### config.mk
export PLATFORM = sky130hd
export DESIGN_NAME = score_keeper
export DESIGN_NICKNAME = d
export VERILOG_FILES = /design/src/rtl/flappy_score_pkg.sv /design/src/rtl/score_keeper_rise_detect.sv /design/src/rtl/score_keeper.sv
export SDC_FILE = /design/constraint.sdc
export NUM_CORES = 1
export LEC_CHECK = 0
export CORE_ASPECT_RATIO = 1.75
export CORE_MARGIN = 5
export CORE_UTILIZATION = 50
export DETAILED_ROUTE_END_ITERATION = 8
export GPL_ROUTABILITY_DRIVEN = 0
export PLACE_DENSITY = 0.71
export REMOVE_ABC_BUFFERS = 1
export SYNTH_ARGS = -nofsm -noshare
export SYNTH_HDL_FRONTEND = slang
export SYNTH_SLANG_ARGS = --single-unit
### constraint.sdc
create_clock -name clk -period 5.3 [get_ports clk]
set_clock_uncertainty 0.05 [all_clocks]
set_input_delay 1.325 -clock clk [delete_from_list [all_inputs] [get_ports clk]]
set_output_delay 1.325 -clock clk [all_outputs]
set_load 0.01 [all_outputs]
### src/rtl/flappy_score_pkg.sv
// Shared definitions for the flappy-bird score keeper: FSM encoding,
// score ceiling and the default OVER-state display alternation period.
package flappy_score_pkg;

    typedef enum logic [1:0] {
        ST_IDLE = 2'd0,
        ST_PLAY = 2'd1,
        ST_OVER = 2'd2
    } state_e;

    localparam int SCORE_MAX          = 255;
    localparam int ALT_CYCLES_DEFAULT = 100000000;

endpackage

### src/rtl/score_keeper_rise_detect.sv
// Single-input rising-edge detector. History resets high so a level that is
// already asserted when reset releases never reports an edge.
module rise_detect (
    input  logic clk,
    input  logic rst_n,
    input  logic in,
    output logic pulse
);

    logic hist_q;
    logic hist_d;

    always_comb begin
        hist_d = in;
    end

    always_ff @(posedge clk or negedge rst_n) begin
        if (!rst_n) begin
            hist_q <= 1'b1;
        end else begin
            hist_q <= hist_d;
        end
    end

    assign pulse = in & ~hist_q;

endmodule

### src/rtl/score_keeper.sv
// Round/score/high-score tracker for the flappy-bird game. Every output is a
// flop; score_out is computed from next-state values so it tracks the FSM.
module score_keeper
    import flappy_score_pkg::*;
#(
    parameter int ALT_CYCLES = ALT_CYCLES_DEFAULT
) (
    input  logic       clk,
    input  logic       rst_n,
    input  logic       start,
    input  logic       pipe_pass,
    input  logic       crash,
    output logic [7:0] score_out,
    output logic [7:0] score,
    output logic [7:0] best,
    output logic       new_best,
    output logic [1:0] state
);

    localparam int             CNT_W    = (ALT_CYCLES > 1) ? $clog2(ALT_CYCLES) : 1;
    localparam logic [CNT_W-1:0] CNT_LAST = CNT_W'(ALT_CYCLES - 1);
    localparam logic [7:0]     SCORE_TOP = 8'(SCORE_MAX);

    logic start_pulse;
    logic pipe_pulse;
    logic crash_pulse;

    state_e           state_q, state_d;
    logic [7:0]       score_q, score_d;
    logic [7:0]       best_q, best_d;
    logic [7:0]       score_out_q, score_out_d;
    logic             new_best_q, new_best_d;
    logic [CNT_W-1:0] alt_cnt_q, alt_cnt_d;
    logic             show_best_q, show_best_d;

    rise_detect u_start_edge (
        .clk   (clk),
        .rst_n (rst_n),
        .in    (start),
        .pulse (start_pulse)
    );

    rise_detect u_pipe_edge (
        .clk   (clk),
        .rst_n (rst_n),
        .in    (pipe_pass),
        .pulse (pipe_pulse)
    );

    rise_detect u_crash_edge (
        .clk   (clk),
        .rst_n (rst_n),
        .in    (crash),
        .pulse (crash_pulse)
    );

    always_comb begin
        state_d     = state_q;
        score_d     = score_q;
        best_d      = best_q;
        new_best_d  = new_best_q;
        alt_cnt_d   = alt_cnt_q;
        show_best_d = show_best_q;

        case (state_q)
            ST_IDLE: begin
                if (start_pulse) begin
                    state_d    = ST_PLAY;
                    score_d    = 8'd0;
                    new_best_d = 1'b0;
                end
            end
            ST_PLAY: begin
                // Crash takes priority over a point scored on the same cycle.
                if (crash_pulse) begin
                    state_d     = ST_OVER;
                    alt_cnt_d   = '0;
                    show_best_d = 1'b0;
                    if (score_q > best_q) begin
                        best_d     = score_q;
                        new_best_d = 1'b1;
                    end
                end else if (pipe_pulse && (score_q != SCORE_TOP)) begin
                    score_d = score_q + 8'd1;
                end
            end
            ST_OVER: begin
                if (start_pulse) begin
                    state_d    = ST_PLAY;
                    score_d    = 8'd0;
                    new_best_d = 1'b0;
                end else if (alt_cnt_q == CNT_LAST) begin
                    alt_cnt_d   = '0;
                    show_best_d = ~show_best_q;
                end else begin
                    alt_cnt_d = alt_cnt_q + CNT_W'(1);
                end
            end
            default: begin
                state_d = ST_IDLE;
            end
        endcase

        case (state_d)
            ST_PLAY: score_out_d = score_d;
            ST_OVER: score_out_d = show_best_d ? best_d : score_d;
            default: score_out_d = best_d;
        endcase
    end

    always_ff @(posedge clk or negedge rst_n) begin
        if (!rst_n) begin
            state_q     <= ST_IDLE;
            score_q     <= 8'd0;
            best_q      <= 8'd0;
            new_best_q  <= 1'b0;
            score_out_q <= 8'd0;
            alt_cnt_q   <= '0;
            show_best_q <= 1'b0;
        end else begin
            state_q     <= state_d;
            score_q     <= score_d;
            best_q      <= best_d;
            new_best_q  <= new_best_d;
            score_out_q <= score_out_d;
            alt_cnt_q   <= alt_cnt_d;
            show_best_q <= show_best_d;
        end
    end

    assign score_out = score_out_q;
    assign score     = score_q;
    assign best      = best_q;
    assign new_best  = new_best_q;
    assign state     = state_q;

endmodule

==> flow_metrics.py, run 1 <==
metrics = {
    "status": {
        "run_status": "complete, no violations",
    },
    "sta": {
        "worst_slew_pin_slew_ns": 0.9137,
        "tns_ns": 0,
        "final_hold_vios": 0,
        "hold-worst-slack_ns": 0.4254,
        "post-route-period-util_pct": 65.72,
        "slew-limit-headroom_pct": 38.82,
        "period_needed_ns": 3.483,
        "unrepaired_setup_endpoints_after_global_routing": "false",
        "clock.fmax_mhz": 287.1,
        "setup_viol": 0,
        "drv_slew": 0,
    },
    "pwr": {
        "p_leak_uw": 0.001637,
        "vdd_drop_max_uv": 186.4,
        "power.density_cell_area_nw_per_um2": 360.8,
    },
    "final_layout": {
        "mostFrequentLayoutCell": "sky130_fd_sc_hd__dfrtp_1",
        "fin_util_pct": 60.39,
        "layout_area_growth_over_synthesis_pct": 16.60,
        "finish.net_count": 382,
        "stdcell_area_um2": 3761,
        "diodes_inserted": 0,
        "layout.filler_cells": 556,
        "final_cell_mix": "sky130_fd_sc_hd__dfrtp_1 (55), sky130_fd_sc_hd__nor2_1 (31), sky130_fd_sc_hd__clkdlybuf4s50_1 (30)",
        "drive_gt1_share_pct": 13.93,
    },
    "synth": {
        "synth_sequential_area_ratio_pct": 45.11,
        "synth_seq_cells": 58,
        "postSynthCellCount": 322,
        "yosysWarningCount": 0,
        "synth_top_flop_cell": "sky130_fd_sc_hd__dfrtp_1",
        "synth-edff-count": 0,
        "synthesis.area_um2": 3226,
        "synth_async_sr_flop_share_pct": 100.0,
        "avgSynthCellArea_um2": 10.02,
        "post_synth_num_cell_types": 57,
    },
    "clock_tree": {
        "clock_transition_time_at_the_flip_flop_clock_pins_of_the_worst_setup_and_hold_paths_ns": 0.07,
        "cts_htree_levels": 3,
        "clock_tree.buffer_depth": 2,
        "ctsHoldBuffers": 0,
        "worst_skew_pair.late_latency_ns": 0.34,
        "post_cts_resize_count": 0,
        "clock-root-buffer": "sky130_fd_sc_hd__clkbuf_8",
        "post-cts-setup-buffer-count": 0,
        "cts_tree": "built",
        "cts-buffers-inserted": 9,
        "clkSinkCount": 58,
    },
    "worst_setup_path": {
        "critical_path_peak_fanout": 8,
        "r2r_start": "state[1]",
        "timing.critical_path.arrival_ns": 3.71,
        "ff2ff_path_depth": 10,
        "timing.setup.critical_path_class": "in -> reg",
        "cp-end-kind": "flip-flop",
        "reg2reg_slack_ns": 2.48,
        "worstReg2RegEnd": "score_out[5]",
        "critPathLaunchType": "input port",
        "critPathRequiredTime_ns": 5.53,
    },
    "drt": {
        "drt.antenna.violating_nets": 0,
        "first_pass_iters": 4,
        "detail_route.vias_per_cell": 5.688,
        "drt_wl_total_mm": 7.036,
        "route.detailed.wl_per_inst_um": 15.78,
        "first_iter_violations": 227,
        "route.detailed.drc": 0,
        "detailroute.via_count": 2537,
    },
    "grt": {
        "grt_start_max_net_pins": 59,
        "vias_in_the_first_global_route": 2591,
        "global_route.usage.total_pct": 18.57,
        "grt_antenna_before_repair": 0,
        "global_route_wire_length_before_repair_mm": 11.83,
        "grt.overflow.total": 0,
    },
    "placement": {
        "placed_area_um2": 3590,
        "place.port_buffers": 31,
        "dp_hpwl_mm": 5.267,
    },
    "hold_path": {
        "min-delay-start": "alt_cnt_q[26]",
        "holdPathEnd": "alt_cnt_q[26]",
        "worstHoldPathType": "reg -> reg",
        "timing.hold.worst_path_depth": 1,
    },
    "die": {
        "die_width_um": 70.72,
        "die_h_um": 116.3,
        "die_area_um2": 8221,
        "rows": 38,
        "fp.coreArea_um2": 6228,
        "effective_utilization_at_floorplan_pct": 51.79,
        "ios": 32,
    },
    "run": {
        "max_cap_viols": 0,
    },
}
[sequential cells by signal, summed over array words and instances (netlist names)]
name                 count
show_best_q              1
best                     8
u_pipe_edge.hist_q       1
u_start_edge.hist_q      1
new_best                 1
state                    2
score_out                8
alt_cnt_q               27
score                    8
u_crash_edge.hist_q      1
[how the worst max path moves through the flow]
stage           from       endpoint  slack, ns  cells past startpoint
6_report       crash   score_out[5]       1.82                      9
4_1_cts        crash   score_out[2]       1.91                      9
3_5_place_dp   start   score_out[2]       1.56                      9
2_1_floorplan  crash  alt_cnt_q[10]       2.22                      4
5_1_grt        crash  alt_cnt_q[19]       1.71                      8
3_3_place_gp   crash   score_out[5]       1.59                      9
[stage by stage]
step,std cells,setup WS [ns],total power [uW]
floorplan,316,2.216,824.0
finish,446,1.817,1357
detailed placement,430,1.557,1011
global placement,430,1.591,1004
CTS,446,1.913,1371
global route,446,1.706,1442
[kinds of logic after synthesis]
kind of cell	share of synthesized area, %
DFF	45.11
buffers and inverters	4.073
adders and majority gates	6.206
muxes	3.103
and+or+nand+nor	21.65
xor gates and xnor gates	4.887
AOI/OAI and AO/OA	14.97
[per-layer routing]
layer | up-vias | track usage (%) | share of wire, %
li1 | 1234 | - | -
met1 | 1213 | 18.58 | 37
met2 | 64 | 34.16 | 54
met3 | 26 | 5.168 | 4.8
met4 | 0 | 10.29 | 4.0
met5 | - | 0 | 0
[synthesized netlist by cell type, types with 3 or more instances]
cell                       count  area share (%)
sky130_fd_sc_hd__xor2_1       14             3.8
sky130_fd_sc_hd__or4_1         3            0.70
sky130_fd_sc_hd__nand2_1      24             2.8
sky130_fd_sc_hd__a22o_1        4             1.1
sky130_fd_sc_hd__nand4_1      12             2.3
sky130_fd_sc_hd__a31oi_1       3            0.58
sky130_fd_sc_hd__ha_1         16             6.2
sky130_fd_sc_hd__dfstp_2       3             2.4
sky130_fd_sc_hd__nor3_1        6            0.93
sky130_fd_sc_hd__nor2_1       31             3.6
sky130_fd_sc_hd__mux2_2        8             2.8
sky130_fd_sc_hd__inv_1        18             2.1
sky130_fd_sc_hd__o21ai_0      27             4.2
sky130_fd_sc_hd__dfrtp_1      55              43
sky130_fd_sc_hd__or2_2         3            0.58
sky130_fd_sc_hd__o211ai_1      3            0.70
sky130_fd_sc_hd__nor4_1        3            0.58
sky130_fd_sc_hd__nand3_1      16             2.5
sky130_fd_sc_hd__o31ai_1       4            0.93
sky130_fd_sc_hd__nor2b_1       7             1.4
sky130_fd_sc_hd__nand2b_1      3            0.58
sky130_fd_sc_hd__a22o_2        3            0.93
sky130_fd_sc_hd__a21oi_1      10             1.6
sky130_fd_sc_hd__xnor2_1       4             1.1
sky130_fd_sc_hd__and3_1        3            0.58
[where the power goes]
| group | switching (uW) | internal (uW) | total (uW) | leakage (uW) |
|---|---|---|---|---|
| registers | 31.8 | 469 | 500 | 0.000795 |
| clock network | 173 | 179 | 353 | 0.0000851 |
| logic | 316 | 188 | 504 | 0.000757 |
| total | 521 | 836 | 1360 | 0.00164 |
[cell type report]
class                   instances  area [um^2]  area share, %
clock buffers                  11        141.4          3.759
clock inverters                 5        30.03         0.7984
inverters                      18        67.56          1.796
multi-input cells             240         1639          43.58
flip-flops and latches         58         1455          38.69
well taps                      80        100.1          2.661
repair buffers                 34        327.8          8.716
[critical path, cell delays in order]
cell	delay [ns]
sky130_fd_sc_hd__clkdlybuf4s50_1	0.50
sky130_fd_sc_hd__nor2b_1	0.46
sky130_fd_sc_hd__o21ai_0	0.17
sky130_fd_sc_hd__a21oi_1	0.16
sky130_fd_sc_hd__or2_2	0.13
sky130_fd_sc_hd__ha_1	0.28
sky130_fd_sc_hd__nand2b_1	0.20
sky130_fd_sc_hd__o22ai_4	0.26
sky130_fd_sc_hd__a22o_2	0.21
Power figures use the tool's default switching activity.
==> run 2, diff against run 1 <==
- PLACE_DENSITY: 0.71 -> 0.74
- clock period: 5.3 -> 2.81 ns (I/O delays scaled with it)
==> run 2 against run 1 <==
  * Power grew 110%
  * First-iteration DRC count shrank 22%
  * Worst hold slack got worse by 0.10 ns
  * Via count increased by 6.3%
  * Register-to-register slack got worse by 2.3 ns
  * Highest routed layer unchanged
==> flow_metrics.py, run 2 (same netlist as run 1, synthesis figures left out) <==
metrics = {
    "status": {
        "run_status": "complete, no violations",
    },
    "worst_setup_path": {
        "ff2ff_path_depth": 12,
        "crit_chain": "inv_1 > ha_1 > nor2_1 > o21ai_0 > nand2_1 > nand2_1 > nand2_1 > inv_1 > ha_1 > nand2b_1 > o22ai_4 > a22o_2",
        "max_stage_delay_ns": 0.50,
        "critical-path-top-cell-by-count": "sky130_fd_sc_hd__nand2_1",
        "r2r_start": "state[0]",
        "worst_path_max_delay_cell": "sky130_fd_sc_hd__dfrtp_1",
        "critical_path_peak_fanout": 8,
        "worstReg2RegEnd": "score_out[2]",
        "critPathRequiredTime_ns": 3.05,
        "reg2reg_slack_ns": 0.23,
        "cp-end-kind": "flip-flop",
        "critPathLaunchType": "flip-flop",
        "timing.setup.critical_path_class": "reg -> reg",
        "timing.critical_path.arrival_ns": 2.82,
    },
    "placement": {
        "dp_cells": 459,
        "dp_hpwl_mm": 5.721,
        "place.port_buffers": 31,
        "placed_area_um2": 3820,
        "detailedPlace.worstSlack_ns": -0.1482,
    },
    "pwr": {
        "vdd_drop_max_uv": 575.2,
        "share_of_power_burned_in_registers_pct": 32.6,
        "p_int_uw": 1827,
        "fin_total_pwr_uw": 2834,
        "power.density_cell_area_nw_per_um2": 702.8,
        "power.switching_fraction_pct": 35.54,
        "comb_power_share_pct": 40.3,
        "clkPwrFrac_pct": 27.2,
        "power.net_switching_uw": 1007,
        "p_leak_uw": 0.001812,
    },
    "die": {
        "die_h_um": 116.3,
        "fp.coreArea_um2": 6228,
        "effective_utilization_at_floorplan_pct": 51.79,
        "ios": 32,
        "die_area_um2": 8221,
        "rows": 38,
        "die_width_um": 70.72,
    },
    "final_layout": {
        "drive_gt1_share_pct": 20.15,
        "layout.filler_cells": 518,
        "final_cell_mix": "sky130_fd_sc_hd__dfrtp_1 (55), sky130_fd_sc_hd__buf_4 (33), sky130_fd_sc_hd__nor2_1 (31)",
        "fin_util_pct": 64.74,
        "register_with_the_most_flip_flops": "alt_cnt_q",
        "mostFrequentLayoutCell": "sky130_fd_sc_hd__dfrtp_1",
        "stdcell_area_um2": 4033,
        "register_area_um2": 1455,
        "final-instance-count-excl-fill": 477,
        "diodes_inserted": 0,
        "multi_input_comb_area_um2": 1639,
        "layout_area_growth_over_synthesis_pct": 25.02,
        "finish.net_count": 413,
        "largest_register_ff_count": 27,
    },
    "grt": {
        "grt_start_max_net_pins": 32,
        "global_route.usage.total_pct": 19.91,
        "grt.overflow.total": 0,
        "vias_in_the_first_global_route": 2815,
        "grt_antenna_before_repair": 0,
        "global_route_wire_length_before_repair_mm": 12.75,
    },
    "sta": {
        "post-route-period-util_pct": 91.88,
        "worst_slew_pin_slew_ns": 0.6435,
        "clock.fmax_mhz": 387.3,
        "slew-limit-headroom_pct": 57.10,
        "drv_slew": 0,
        "unrepaired_setup_endpoints_after_global_routing": "false",
        "final_hold_vios": 0,
        "worst_slack_ns": 0.2282,
        "setup_viol": 0,
        "period_needed_ns": 2.582,
    },
    "drt": {
        "drt.antenna.violating_nets": 0,
        "route.detailed.drc": 0,
        "detailroute.via_count": 2698,
        "route.detailed.wl_per_inst_um": 15.60,
        "first_iter_violations": 177,
        "drt_wl_total_mm": 7.439,
        "first_pass_iters": 5,
        "detail_route.vias_per_cell": 5.656,
    },
    "clock_tree": {
        "cts_tree": "built",
        "clkSinkCount": 58,
        "clock_transition_time_at_the_flip_flop_clock_pins_of_the_worst_setup_and_hold_paths_ns": 0.06,
        "clock_tree.buffer_depth": 2,
        "worst_skew_pair.late_latency_ns": 0.35,
        "clock-root-buffer": "sky130_fd_sc_hd__clkbuf_8",
        "cts_htree_levels": 3,
        "cts-buffers-inserted": 9,
        "post_cts_resize_count": 0,
    },
    "run": {
        "max_cap_viols": 0,
    },
    "hold_path": {
        "worstHoldPathType": "in -> async",
    },
}
==> run 2: how the worst max path moves through the flow <==
stage / start / to / slack, ns / cells after the start
floorplan: alt_cnt_q[10] / alt_cnt_q[10] / 0.15 / 5
global placement: start / score_out[4] / -0.13 / 9
detailed placement: start / score_out[4] / -0.15 / 12
CTS: best[1] / score_out[7] / 0.07 / 8
global route: state[0] / score_out[2] / 0.04 / 10
finish: state[0] / score_out[2] / 0.23 / 12
==> run 2: cell type report <==
class / count / area share, %
Clock buffer: 14 / 4.034
Clock inverter: 2 / 0.8688
Inverter: 18 / 1.675
Multi-Input combinational cell: 240 / 40.65
Sequential cell: 58 / 36.08
Tap cell: 80 / 2.482
Timing Repair Buffer: 65 / 14.21
==> run 2: critical path: cells and delay by family, from the launching register on <==
family,cells,cell delay (ns)
flops,1,0.50
simple gates,5,0.67
fa+ha+maj,2,0.53
compound gates,3,0.59
buf+inv,2,0.17
==> run 2: per-stage QoR <==
| stage | setup TNS, ns | hold WS (ns) |
|---|---|---|
| 6_report | 0 | 0.3228 |
| 2_1_floorplan | 0 | 0.3569 |
| 4_1_cts | 0 | 0.3262 |
| 5_1_grt | 0 | 0.3624 |
| 3_3_place_gp | -0.8747 | 0.4108 |
| 3_5_place_dp | -1.083 | 0.4315 |
==> run 2: routing by layer <==
metal | vias up | wire [um] | track usage [%]
met5 | - | 0 | 0
met3 | 27 | 331 | 4.910
met2 | 77 | 4043 | 37.38
li1 | 1301 | - | -
met1 | 1293 | 2714 | 19.02
met4 | 0 | 350 | 12.42
==> run 2: what timing repair did <==
item / 4_1_cts / 5_1_grt
setup endpoints to repair: 0 / 7
hold buffers: 0 / 0
setup buffers: 0 / 2
==> run 2: power by group through the flow <==
stage | Sequential, uW | Clock [uW] | Combinational (uW)
after global placement | 934 | 0 | 1110
after floorplan | 963 | 0 | 591
after CTS | 923 | 792 | 1140
final | 923 | 770 | 1140
after detailed placement | 938 | 0 | 1130
after global routing | 928 | 828 | 1260
==> run 3, diff against run 2 <==
- REMOVE_ABC_BUFFERS: 1 -> default
==> run 3 against run 2 <==
  * Power is 0.99% lower
  * Global-route usage grew 0.91 points
  * Design area down 1.8%
  * Final cell count fell by 1.5%
  * Critical path depth decreased by 3
  * Via count about the same
  * Sequential power grew 2%
  * Clock-buffer cell count fell by 2
  * Largest cell class unchanged
  * Largest power group unchanged
  * Highest routed layer unchanged
==> flow_metrics.py, run 3 (same netlist as run 1, synthesis figures left out) <==
metrics = {
    "worst_setup_path": {
        "max_stage_delay_ns": 0.50,
        "cp-end-kind": "flip-flop",
        "crit_chain": "ha_1 > inv_1 > o21ai_0 > a21oi_1 > or2_2 > ha_1 > buf_4 > a21o_4 > a22o_1",
        "critical-path-top-cell-by-count": "sky130_fd_sc_hd__ha_1",
        "timing.critical_path.arrival_ns": 2.78,
        "critPathRequiredTime_ns": 2.99,
        "critPathLaunchType": "flip-flop",
        "critical_path_peak_fanout": 7,
        "reg2reg_slack_ns": 0.21,
        "timing.setup.critical_path_class": "reg -> reg",
        "worst_path_max_delay_cell": "sky130_fd_sc_hd__dfrtp_1",
    },
    "die": {
        "fp.coreArea_um2": 6228,
        "ios": 32,
        "rows": 38,
        "die_width_um": 70.72,
        "die_h_um": 116.3,
        "effective_utilization_at_floorplan_pct": 51.79,
        "die_area_um2": 8221,
    },
    "final_layout": {
        "stdcell_area_um2": 3960,
        "mostFrequentLayoutCell": "sky130_fd_sc_hd__dfrtp_1",
        "finish.net_count": 406,
        "largest_register_ff_count": 27,
        "diodes_inserted": 0,
        "register_with_the_most_flip_flops": "alt_cnt_q",
        "drive_gt1_share_pct": 19.49,
        "layout_area_growth_over_synthesis_pct": 22.77,
        "final_cell_mix": "sky130_fd_sc_hd__dfrtp_1 (55), sky130_fd_sc_hd__nor2_1 (31), sky130_fd_sc_hd__clkdlybuf4s50_1 (30)",
    },
    "clock_tree": {
        "cts_htree_levels": 3,
        "post-cts-setup-buffer-count": 0,
        "cts-buffers-inserted": 9,
        "post_cts_resize_count": 0,
        "ctsHoldBuffers": 0,
        "clock-root-buffer": "sky130_fd_sc_hd__clkbuf_8",
        "cts_tree": "built",
        "clock_tree.buffer_depth": 2,
        "worst_skew_pair.late_latency_ns": 0.35,
        "clkSinkCount": 58,
        "clock_transition_time_at_the_flip_flop_clock_pins_of_the_worst_setup_and_hold_paths_ns": 0.07,
    },
    "pwr": {
        "comb_power_share_pct": 40.8,
        "p_leak_uw": 0.001763,
        "power.net_switching_uw": 1042,
        "clkPwrFrac_pct": 25.8,
        "power.density_cell_area_nw_per_um2": 708.5,
        "power.switching_fraction_pct": 37.13,
        "vdd_drop_max_uv": 461.3,
        "p_int_uw": 1764,
        "share_of_power_burned_in_registers_pct": 33.4,
    },
    "hold_path": {
        "worstHoldPathType": "in -> async",
    },
    "sta": {
        "post-route-period-util_pct": 92.48,
        "slew-limit-headroom_pct": 54.83,
        "final_hold_vios": 0,
        "worst_slack_ns": 0.2114,
        "clock.fmax_mhz": 384.8,
        "unrepaired_setup_endpoints_after_global_routing": "false",
        "setup_viol": 0,
        "drv_slew": 0,
        "tns_ns": 0,
        "worst_slew_pin_slew_ns": 0.6776,
        "period_needed_ns": 2.599,
    },
    "grt": {
        "grt_antenna_before_repair": 0,
        "global_route.usage.total_pct": 20.82,
        "global_route.peak_usage_layer": "met2",
        "global_routing_usage_on_met3_pct": 5.426,
        "global_route_wire_length_before_repair_mm": 13.44,
        "groute.layer.met2.usage_pct": 38.25,
        "vias_in_the_first_global_route": 2810,
        "grt_start_max_net_pins": 33,
        "grt.overflow.total": 0,
        "global_route.usage.met1_pct": 21.33,
    },
    "synth": {
        "postSynthNetCount": 343,
    },
    "drt": {
        "first_iter_violations": 151,
        "route.detailed.drc": 0,
        "detail_route.vias_per_cell": 5.738,
        "drt.antenna.violating_nets": 0,
        "detailroute.via_count": 2697,
        "drt_wl_total_mm": 7.911,
        "route.detailed.wl_per_inst_um": 16.83,
        "first_pass_iters": 4,
    },
    "placement": {
        "place.port_buffers": 31,
        "placed_area_um2": 3770,
        "dp_hpwl_mm": 6.010,
        "detailedPlace.worstSlack_ns": -0.1115,
    },
    "status": {
        "run_status": "complete, no violations",
    },
    "run": {
        "max_cap_viols": 0,
    },
}
## run 3: cell count changes in the layout (fill, tap and decap cells not counted), sizes merged
cell      previous run  this run
buf                 35        28
clkbuf              14        12
clkinvlp             0         2
bufinv               1         0
clkinv               1         2
## run 3: metal layers
layer	routed length, um	vias to the layer above
met5	0	-
met4	268	0
met3	363	25
met2	4360	84
met1	2919	1303
li1	-	1285
## run 3: through the flow
stage / power, uW / cells / util, % / hold slack [ns]
2_1_floorplan: 1603 / 322 / - / 0.3569
3_3_place_gp: 2042 / 454 / 60.53 / 0.4063
3_5_place_dp: 2083 / 454 / 60.53 / 0.4145
4_1_cts: 2807 / 470 / 63.58 / 0.3627
5_1_grt: 2957 / 470 / 63.58 / 0.3956
6_report: 2806 / 470 / 63.58 / 0.3401
## run 3: critical path, delay by kind of cell, from the launching register on
family	cells	cell delay [ns]
and+or+nand+nor	1	0.30
AOI/OAI and AO/OA	4	0.69
adders and majority gates	2	0.69
buffers and inverters	2	0.24
DFF	1	0.50
## run 3: area by class of cell
type	count	area, um^2
tap	80	100.1
multi-input combinational	240	1639
timing repair buffer	58	508.0
clock buffer	12	165.2
sequential	58	1455
clock inverter	4	25.02
fill	523	2268
inverter	18	67.56
## run 3: power groups by stage
stage	logic [uW]	clock network, uW	registers, uW
5_1_grt	1240	769	945
3_3_place_gp	1090	0	952
6_report	1140	724	938
3_5_place_dp	1130	0	954
4_1_cts	1130	734	939
2_1_floorplan	640	0	963
## run 3: path summary, 6_finish.rpt
kind,from,endpoint,depth (start not counted)
worst max-delay path,state[0],score_out[1],9
worst min-delay path,rst_n,score[5],1
worst max register to register,state[0],score_out[1],9
worst min register to register,alt_cnt_q[26],alt_cnt_q[26],1
max in group asynchronous,rst_n,alt_cnt_q[19],2
min in group clk,alt_cnt_q[26],alt_cnt_q[26],1
